<file path="config.mk">
export PLATFORM = sky130hd
export DESIGN_NAME = csr_seq
export DESIGN_NICKNAME = d
export VERILOG_FILES = /design/src/rtl/csr_seq.sv
export SDC_FILE = /design/constraint.sdc
export NUM_CORES = 1
export LEC_CHECK = 0
export ABC_AREA = 1
export ABC_CLOCK_PERIOD_IN_PS = 2050
export CAP_MARGIN = 20
export CELL_PAD_IN_SITES_DETAIL_PLACEMENT = 1
export CELL_PAD_IN_SITES_GLOBAL_PLACEMENT = 1
export CORE_AREA = 2 2 113 170
export CTS_CLUSTER_SIZE = 40
export DETAILED_ROUTE_END_ITERATION = 8
export DIE_AREA = 0 0 115 172
export PLACE_DENSITY_LB_ADDON = 0.1
export SYNTH_ARGS = -nofsm -noshare
export SYNTH_HDL_FRONTEND = slang
export SYNTH_SLANG_ARGS = --single-unit
</file>
<file path="constraint.sdc">
create_clock -name I_clk -period 2.05 [get_ports I_clk]
set_clock_uncertainty 0.15 [all_clocks]
set_input_delay 0.3075 -clock I_clk [delete_from_list [all_inputs] [get_ports I_clk]]
set_output_delay 0.3075 -clock I_clk [all_outputs]
set_load 0.01 [all_outputs]
</file>
<file path="src/rtl/csr_seq.sv">
`default_nettype none
// ============================================================================
// Module   : csr_seq
// Desc     : Sequences CSR read-modify-write ops, ecall trap entry and mret
//            return against an external CSR file with a combinational read port.
// Revision : 1.0
// ============================================================================
module csr_seq #(
    parameter logic [11:0] MTVEC_ADDR   = 12'h305,
    parameter logic [11:0] MEPC_ADDR    = 12'h341,
    parameter logic [11:0] MCAUSE_ADDR  = 12'h342,
    parameter logic [11:0] MSTATUS_ADDR = 12'h300
) (
    input  logic        I_clk,
    input  logic        I_rst,
    input  logic        I_req_valid,
    output logic        O_req_ready,
    input  logic [1:0]  I_req_op,
    input  logic [11:0] I_csr_addr,
    input  logic [31:0] I_csr_src,
    input  logic [1:0]  I_csr_ctrl,
    input  logic [31:0] I_pc,
    output logic [11:0] O_csr_raddr,
    input  logic [31:0] I_csr_rdata,
    output logic        O_csr_we,
    output logic [11:0] O_csr_waddr,
    output logic [31:0] O_csr_wdata,
    output logic        O_rd_valid,
    output logic [31:0] O_rd_data,
    output logic        O_redirect,
    output logic [31:0] O_redirect_pc,
    output logic        O_busy
);

    localparam logic [1:0]  c_OP_CSR      = 2'b00;
    localparam logic [1:0]  c_OP_ECALL    = 2'b01;
    localparam logic [1:0]  c_OP_MRET     = 2'b10;
    localparam logic [1:0]  c_CTRL_NOP    = 2'b00;
    localparam logic [1:0]  c_CTRL_WRITE  = 2'b01;
    localparam logic [1:0]  c_CTRL_SET    = 2'b10;
    localparam logic [1:0]  c_CTRL_CLEAR  = 2'b11;
    localparam logic [31:0] c_CAUSE_ECALL = 32'd11;
    localparam logic [31:0] c_ALIGN_MASK  = ~32'd3;

    typedef enum logic [2:0] {
        S_IDLE    = 3'd0,
        S_RW      = 3'd1,
        S_T_EPC   = 3'd2,
        S_T_CAUSE = 3'd3,
        S_T_STAT  = 3'd4,
        S_T_JMP   = 3'd5,
        S_R_STAT  = 3'd6,
        S_R_JMP   = 3'd7
    } state_t;

    // The accepted op is captured by the state the FSM branches into.
    state_t      state_q;
    logic [11:0] addr_q;
    logic [31:0] src_q;
    logic [1:0]  ctrl_q;
    logic [31:0] pc_q;

    logic        w_rw_we;
    logic [31:0] w_rw_wdata;
    logic [31:0] w_stat_trap;
    logic [31:0] w_stat_ret;

    always_ff @(posedge I_clk) begin
        if (I_rst) begin
            state_q <= S_IDLE;
            addr_q  <= '0;
            src_q   <= '0;
            ctrl_q  <= '0;
            pc_q    <= '0;
        end else begin
            case (state_q)
                S_IDLE: begin
                    if (I_req_valid) begin
                        addr_q <= I_csr_addr;
                        src_q  <= I_csr_src;
                        ctrl_q <= I_csr_ctrl;
                        pc_q   <= I_pc;
                        case (I_req_op)
                            c_OP_CSR:   state_q <= S_RW;
                            c_OP_ECALL: state_q <= S_T_EPC;
                            c_OP_MRET:  state_q <= S_R_STAT;
                            default:    state_q <= S_IDLE;
                        endcase
                    end
                end
                S_RW:      state_q <= S_IDLE;
                S_T_EPC:   state_q <= S_T_CAUSE;
                S_T_CAUSE: state_q <= S_T_STAT;
                S_T_STAT:  state_q <= S_T_JMP;
                S_T_JMP:   state_q <= S_IDLE;
                S_R_STAT:  state_q <= S_R_JMP;
                S_R_JMP:   state_q <= S_IDLE;
                default:   state_q <= S_IDLE;
            endcase
        end
    end

    // Set/clear with a zero mask leave the CSR untouched, so no write is issued.
    assign w_rw_we = (ctrl_q == c_CTRL_WRITE) ||
                     ((ctrl_q != c_CTRL_NOP) && (src_q != '0));

    always_comb begin
        case (ctrl_q)
            c_CTRL_WRITE: w_rw_wdata = src_q;
            c_CTRL_SET:   w_rw_wdata = I_csr_rdata | src_q;
            c_CTRL_CLEAR: w_rw_wdata = I_csr_rdata & ~src_q;
            default:      w_rw_wdata = I_csr_rdata;
        endcase
    end

    always_comb begin
        w_stat_trap        = I_csr_rdata;
        w_stat_trap[7]     = I_csr_rdata[3];
        w_stat_trap[3]     = 1'b0;
        w_stat_trap[12:11] = 2'b11;
        w_stat_ret         = I_csr_rdata;
        w_stat_ret[3]      = I_csr_rdata[7];
        w_stat_ret[7]      = 1'b1;
        w_stat_ret[12:11]  = 2'b11;
    end

    always_comb begin
        O_req_ready   = 1'b0;
        O_busy        = 1'b0;
        O_csr_raddr   = '0;
        O_csr_we      = 1'b0;
        O_csr_waddr   = '0;
        O_csr_wdata   = '0;
        O_rd_valid    = 1'b0;
        O_rd_data     = '0;
        O_redirect    = 1'b0;
        O_redirect_pc = '0;
        if (!I_rst) begin
            O_req_ready = (state_q == S_IDLE);
            O_busy      = (state_q != S_IDLE);
            case (state_q)
                S_RW: begin
                    O_csr_raddr = addr_q;
                    O_rd_valid  = 1'b1;
                    O_rd_data   = I_csr_rdata;
                    if (w_rw_we) begin
                        O_csr_we    = 1'b1;
                        O_csr_waddr = addr_q;
                        O_csr_wdata = w_rw_wdata;
                    end
                end
                S_T_EPC: begin
                    O_csr_we    = 1'b1;
                    O_csr_waddr = MEPC_ADDR;
                    O_csr_wdata = pc_q & c_ALIGN_MASK;
                end
                S_T_CAUSE: begin
                    O_csr_we    = 1'b1;
                    O_csr_waddr = MCAUSE_ADDR;
                    O_csr_wdata = c_CAUSE_ECALL;
                end
                S_T_STAT: begin
                    O_csr_raddr = MSTATUS_ADDR;
                    O_csr_we    = 1'b1;
                    O_csr_waddr = MSTATUS_ADDR;
                    O_csr_wdata = w_stat_trap;
                end
                S_T_JMP: begin
                    // Only direct-mode vectoring: the MODE field is dropped.
                    O_csr_raddr   = MTVEC_ADDR;
                    O_redirect    = 1'b1;
                    O_redirect_pc = I_csr_rdata & c_ALIGN_MASK;
                end
                S_R_STAT: begin
                    O_csr_raddr = MSTATUS_ADDR;
                    O_csr_we    = 1'b1;
                    O_csr_waddr = MSTATUS_ADDR;
                    O_csr_wdata = w_stat_ret;
                end
                S_R_JMP: begin
                    O_csr_raddr   = MEPC_ADDR;
                    O_redirect    = 1'b1;
                    O_redirect_pc = I_csr_rdata;
                end
                default: ;
            endcase
        end
    end

endmodule
`default_nettype wire
</file>
# Word level (Yosys, flattened, before mapping)
# Index checks and enable logic that the tools add are counted.
# word_totals
reg_bits	81
elab_cells	58
# op_classes
eq_ne	13
muxes	25
n_bitwise	3
n_reduce_logical	12
# op_table
operator	count
32-bit 2-to-1 mux	5
32-bit one-hot mux with 5 select lines	1
12-bit one-hot mux with 4 select lines	2
32-bit one-hot mux with 3 select lines	1
32-bit one-hot mux with 2 select lines	1
12-bit 2-to-1 mux	3
32-bit AND	1
32-bit NOT	1
32-bit bitwise OR	1
32-bit nonzero test	1
3-bit one-hot mux with 6 select lines	1
3-bit equality test (second input constant)	4
3-bit one-hot mux with 3 select lines	1
1-bit 2-to-1 mux	8
2-bit equality test (second input constant)	3
3-bit by 2-bit equality test with 1-bit output (second input constant)	2
2-bit by 1-bit equality test with 1-bit output (second input constant)	2
2-bit OR reduction	2
4-bit OR reduction	1
3-bit by 1-bit equality test with 1-bit output (second input constant)	1
3-bit zero test	1
3-bit 2-to-1 mux	1
3-bit nonzero test	1
3-bit OR reduction	1
other kinds (7)	7

# Logic depth before layout (Yosys ltp)
# logic_depth
depth_word	6
depth_mapped	10

# Worst setup path before layout
# No wires, ideal clock.
# synth_path
path_kind	input -> output
from	input I_rst
to	output O_csr_raddr[10]
t_arrival_ns	1.360
required_time_ns	1.592
path_slack_ns	0.232
stages	8
path_buffers	3
cell_sequence	buf_2 inv_2 nand3_1 nor2_2 inv_2 buf_2 buf_2 nor2_1
# synth_via
elab_chain_cells	1
# synth_lines
item	line_no	source
start, declared	15	input logic I_rst,
12-bit 2-to-1 mux	138	if (!I_rst) begin
end, declared	23	output logic [11:0] O_csr_raddr,
# Every way passes these cells.

# Worst setup path in the final report
# layout_path
from	register src_q[18]
to	output O_csr_waddr[0]
# layout_via
elab_chain_cells	6
# layout_lines
item	line_no	source
start, declared	59	logic [31:0] src_q;
start signal, assigned	80	src_q <= I_csr_src;
32-bit nonzero test	105	((ctrl_q != c_CTRL_NOP) && (src_q != '0));
1-bit logical AND	105	
1-bit logical OR	104	assign w_rw_we = (ctrl_q == c_CTRL_WRITE) ||
12-bit 2-to-1 mux	146	if (w_rw_we) begin
12-bit one-hot mux with 4 select lines	141	case (state_q)
12-bit 2-to-1 mux	138	
end, declared	26	output logic [11:0] O_csr_waddr,
# Every way passes these cells.

==> results.rst <==
.. list-table::
   :header-rows: 1

   * - Metric
     - Value
   * - Run status
     - finished with violations
   * - Failing checks
     - negative setup slack
   * - Fraction of final layout cells with drive strength greater than 1
     - 32.9%
   * - Mean post-synth cell area
     - 6.51 µm²
   * - Later-pin clock latency in the skew report
     - ~340 ps
   * - FILL cells
     - ~2,300
   * - Placement Setup Slack
     - -326 ps
   * - Power Density
     - roughly 680 mW/mm²
   * - Number of cells in the design after placement
     - 1,231
   * - Net Sw Frac
     - 35.4%
   * - Iter 0 DRT Violations
     - about 290
   * - Post-synth top area cell
     - sky130_fd_sc_hd__dfxtp_1
   * - DR vias
     - ~6,600
   * - Fraction of the cycle the final worst path needs
     - 114%
   * - Setup total negative slack
     - -13,110 ps
   * - Lkg Pwr
     - between 3 and 4 nW
   * - Routed wirelength normalized by instance count
     - slightly above 20 µm
   * - Post-route worst hold slack
     - approximately 280 ps
   * - Unique masters post-synth
     - 25
   * - Total CTS buffers
     - 9
   * - TritonCTS sink count
     - 79
   * - Pins over their slew limit
     - 0
   * - Placed Area
     - between 0.007 and 0.008 mm²
   * - CTS tree
     - built
   * - Routed Antenna Nets
     - 0
   * - Wire length of the first global-routing pass
     - between 30,000 and 40,000 µm
   * - RSZ-0062 raised after global routing
     - yes
   * - DIE AREA
     - just under 0.02 mm²
   * - Delay of the slowest critical-path stage
     - 310 ps
   * - Cell-internal power
     - around 3.7 mW
   * - Top-area cell type share of the netlist area
     - between 30% and 40%
   * - Critical path data required time
     - 1590 ps
   * - Width of the die
     - ~120 µm
   * - Final weighted congestion of routability-driven global placement
     - between 0.8 and 0.9
   * - Data arrival time of the critical path
     - 1880 ps
   * - Number of instances in the synthesized netlist
     - between 700 and 800
   * - Minimum clock period
     - 2340 ps
   * - Number of remaining DRC errors
     - 0
   * - Number of antenna violations at the first check in global routing
     - 1
   * - Detailed Place HPWL
     - around 18,000 µm
   * - Register share of total power
     - about a third
   * - Syn_nets
     - 864
   * - Die Span Y
     - between 150 and 200 µm
   * - Normalized max-slew margin
     - around 67%
   * - Final setup vio count
     - 90
   * - Max_cap viols
     - 0
   * - Highest clock rate
     - between 0.4 and 0.5 GHz
   * - Largest fanout of any net on the critical path
     - 20
   * - Startpoint Class
     - flop
   * - Final setup slack of the worst path
     - -288 ps
   * - Sequential element share of the synthesized area
     - 32.5%
   * - CTS Hold Buffers Added
     - 0
   * - Effective utilization at floorplan
     - between 20% and 30%
   * - Dominant cells by area after synthesis
     - sky130_fd_sc_hd__dfxtp_1 33%, sky130_fd_sc_hd__a21oi_1 12%, sky130_fd_sc_hd__o21ai_0 7.6%
   * - Post-synth design cell area
     - 0.00486 mm²
   * - Total power after layout
     - 5.78 mW
   * - Combinational Power Share
     - ~40%
   * - Number of primary I/O pins
     - between 200 and 250
   * - Cell area after layout
     - 0.00855 mm²
   * - Final routed wirelength across all metal layers
     - 26,100 µm
   * - Type of the most critical hold path
     - in2reg
   * - Leading cell type in the layout, fill and taps excluded
     - sky130_fd_sc_hd__a21oi_1
   * - Clk root buf
     - sky130_fd_sc_hd__clkbuf_16
   * - Highest-count cells in the layout ignoring fill and taps
     - 112 x sky130_fd_sc_hd__a21oi_1, 110 x sky130_fd_sc_hd__clkdlybuf4s50_1, 100 x sky130_fd_sc_hd__buf_2
   * - NetSw
     - 2.05 mW
   * - Classification of the worst setup path
     - reg2out
   * - Worst-path clk slew
     - 60 ps
   * - Detailed-routing iteration count for the pre-antenna-repair pass
     - 5
   * - Share of total power in the clock network
     - between 20 and 30%
   * - Pin count of the biggest net entering global routing
     - 50
   * - Number of input and output port buffers inserted
     - 237
   * - Overall routing resource usage
     - about 25%
   * - Number of non-filler instances in the completed layout
     - 1,273
   * - CTS Buffer Depth
     - 2
   * - Critical Path End Type
     - output port
   * - Worst ir drop on vdd
     - around 0.46 mV
   * - Worst Tran Pin Value
     - about 490 ps
   * - Layout Area Growth over Synthesis
     - 76.0%
   * - Yosys warning count
     - 0
   * - Placeable Area
     - 0.0183 mm²
   * - Average vias per placed instance
     - approximately 5.2
   * - Register area
     - 0.00159 mm²
   * - Cells along the critical path
     - nor2_1, nand4_1, nor2_1, nand2_4, buf_12, nand4_1, a21oi_1, buf_2
   * - Number of global-route vias before repair
     - just over 7,000
   * - Slowest stage cell on the critical path
     - sky130_fd_sc_hd__dfxtp_1
   * - Hold Fails Final Rpt
     - 0
   * - Htree depth
     - 3
   * - Rows
     - between 60 and 70
   * - Total number of nets in the final design
     - ~1,200
   * - Total congestion overflow after global routing
     - 0
   * - Area of the multi-input gates
     - roughly 0.0029 mm²
   * - Seq cells post-synth
     - slightly below 80
   * - Final cell utilization of the core
     - 46.7%
worst paths after layout:
kind / startpoint / end / slack [ps] / depth (start not counted)
setup / recovery: src_q[18]$_SDFFE_PP0P_ / O_csr_waddr[0] / -290 / 8
hold / removal: I_req_valid / src_q[11]$_SDFFE_PP0P_ / 280 / 3
setup reg to reg: state_q[1]$_SDFFE_PP0P_ / pc_q[27]$_SDFFE_PP0P_ / 230 / 8
hold reg to reg: pc_q[30]$_SDFFE_PP0P_ / pc_q[30]$_SDFFE_PP0P_ / 310 / 2
worst max-delay path, delay by kind of cell, from the launching register on:
kind / cells / cell delay [ps]
AOI/OAI and AO/OA: 1 / 70
and+or+nand+nor: 5 / 810
DFF: 1 / 310
buffers and inverters: 2 / 340
cell type report:
type,count,area share [%]
multi-input cells,500,33.4
clock inverters,3,0.497
well taps,220,3.22
flip-flops and latches,79,18.6
repair buffers,355,36.7
clock buffers,13,2.93
inverters,102,4.65
diodes,1,0.0293
routing by layer:
layer / part of all wire (%) / track usage (%)
met1: 38 / 27.4
met2: 54 / 46.0
met3: 5.5 / 4.49
met4: 3.2 / 9.90
met5: 0 / 0
state kept, by name, indices dropped and copies added, names as in the netlist:
| name | count |
|---|---|
| src_q | 32 |
| pc_q | 30 |
| addr_q | 12 |
| state_q | 3 |
| ctrl_q | 2 |
Yosys cell counts, drive strengths merged:
library cell and count:
buf 37, a31oi 15, and3 1, o211ai 15, a21oi 118, nor3 8, dfxtp 79, o21ai 74
nor2 105, inv 102, nand2 47, a22oi 26, nand4 38, ha 2, a221oi 1, nand3 50
clkbuf 29
cells by family after synthesis:
kind of cell / count (synthesis) / synth area share [%]
AOI/OAI and AO/OA: 249 / 28.2
buffers and inverters: 168 / 15.0
and+or+nand+nor: 249 / 23.8
adders and majority gates: 2 / 0.515
DFF: 79 / 32.5
power by group through the flow:
stage,Sequential [mW],Clock [mW],Combinational [mW]
after floorplan,1.83,0,1.05
after global routing,1.87,1.71,2.50
final,1.85,1.63,2.30
after CTS,1.84,1.65,2.13
after detailed placement,1.87,0,2.08
after global placement,1.86,0,2.03
timing repair:
| action | in CTS | in global routing |
|---|---|---|
| gates resized for setup | 508 | 133 |
| endpoints found under the hold margin | 0 | 0 |
| buffers inserted | 9 | 16 |
| setup endpoints to repair | 125 | 106 |
| cloned | 3 | 4 |
| pin swaps | 10 | 19 |
Note: power is estimated with default switching activity, not from simulation.
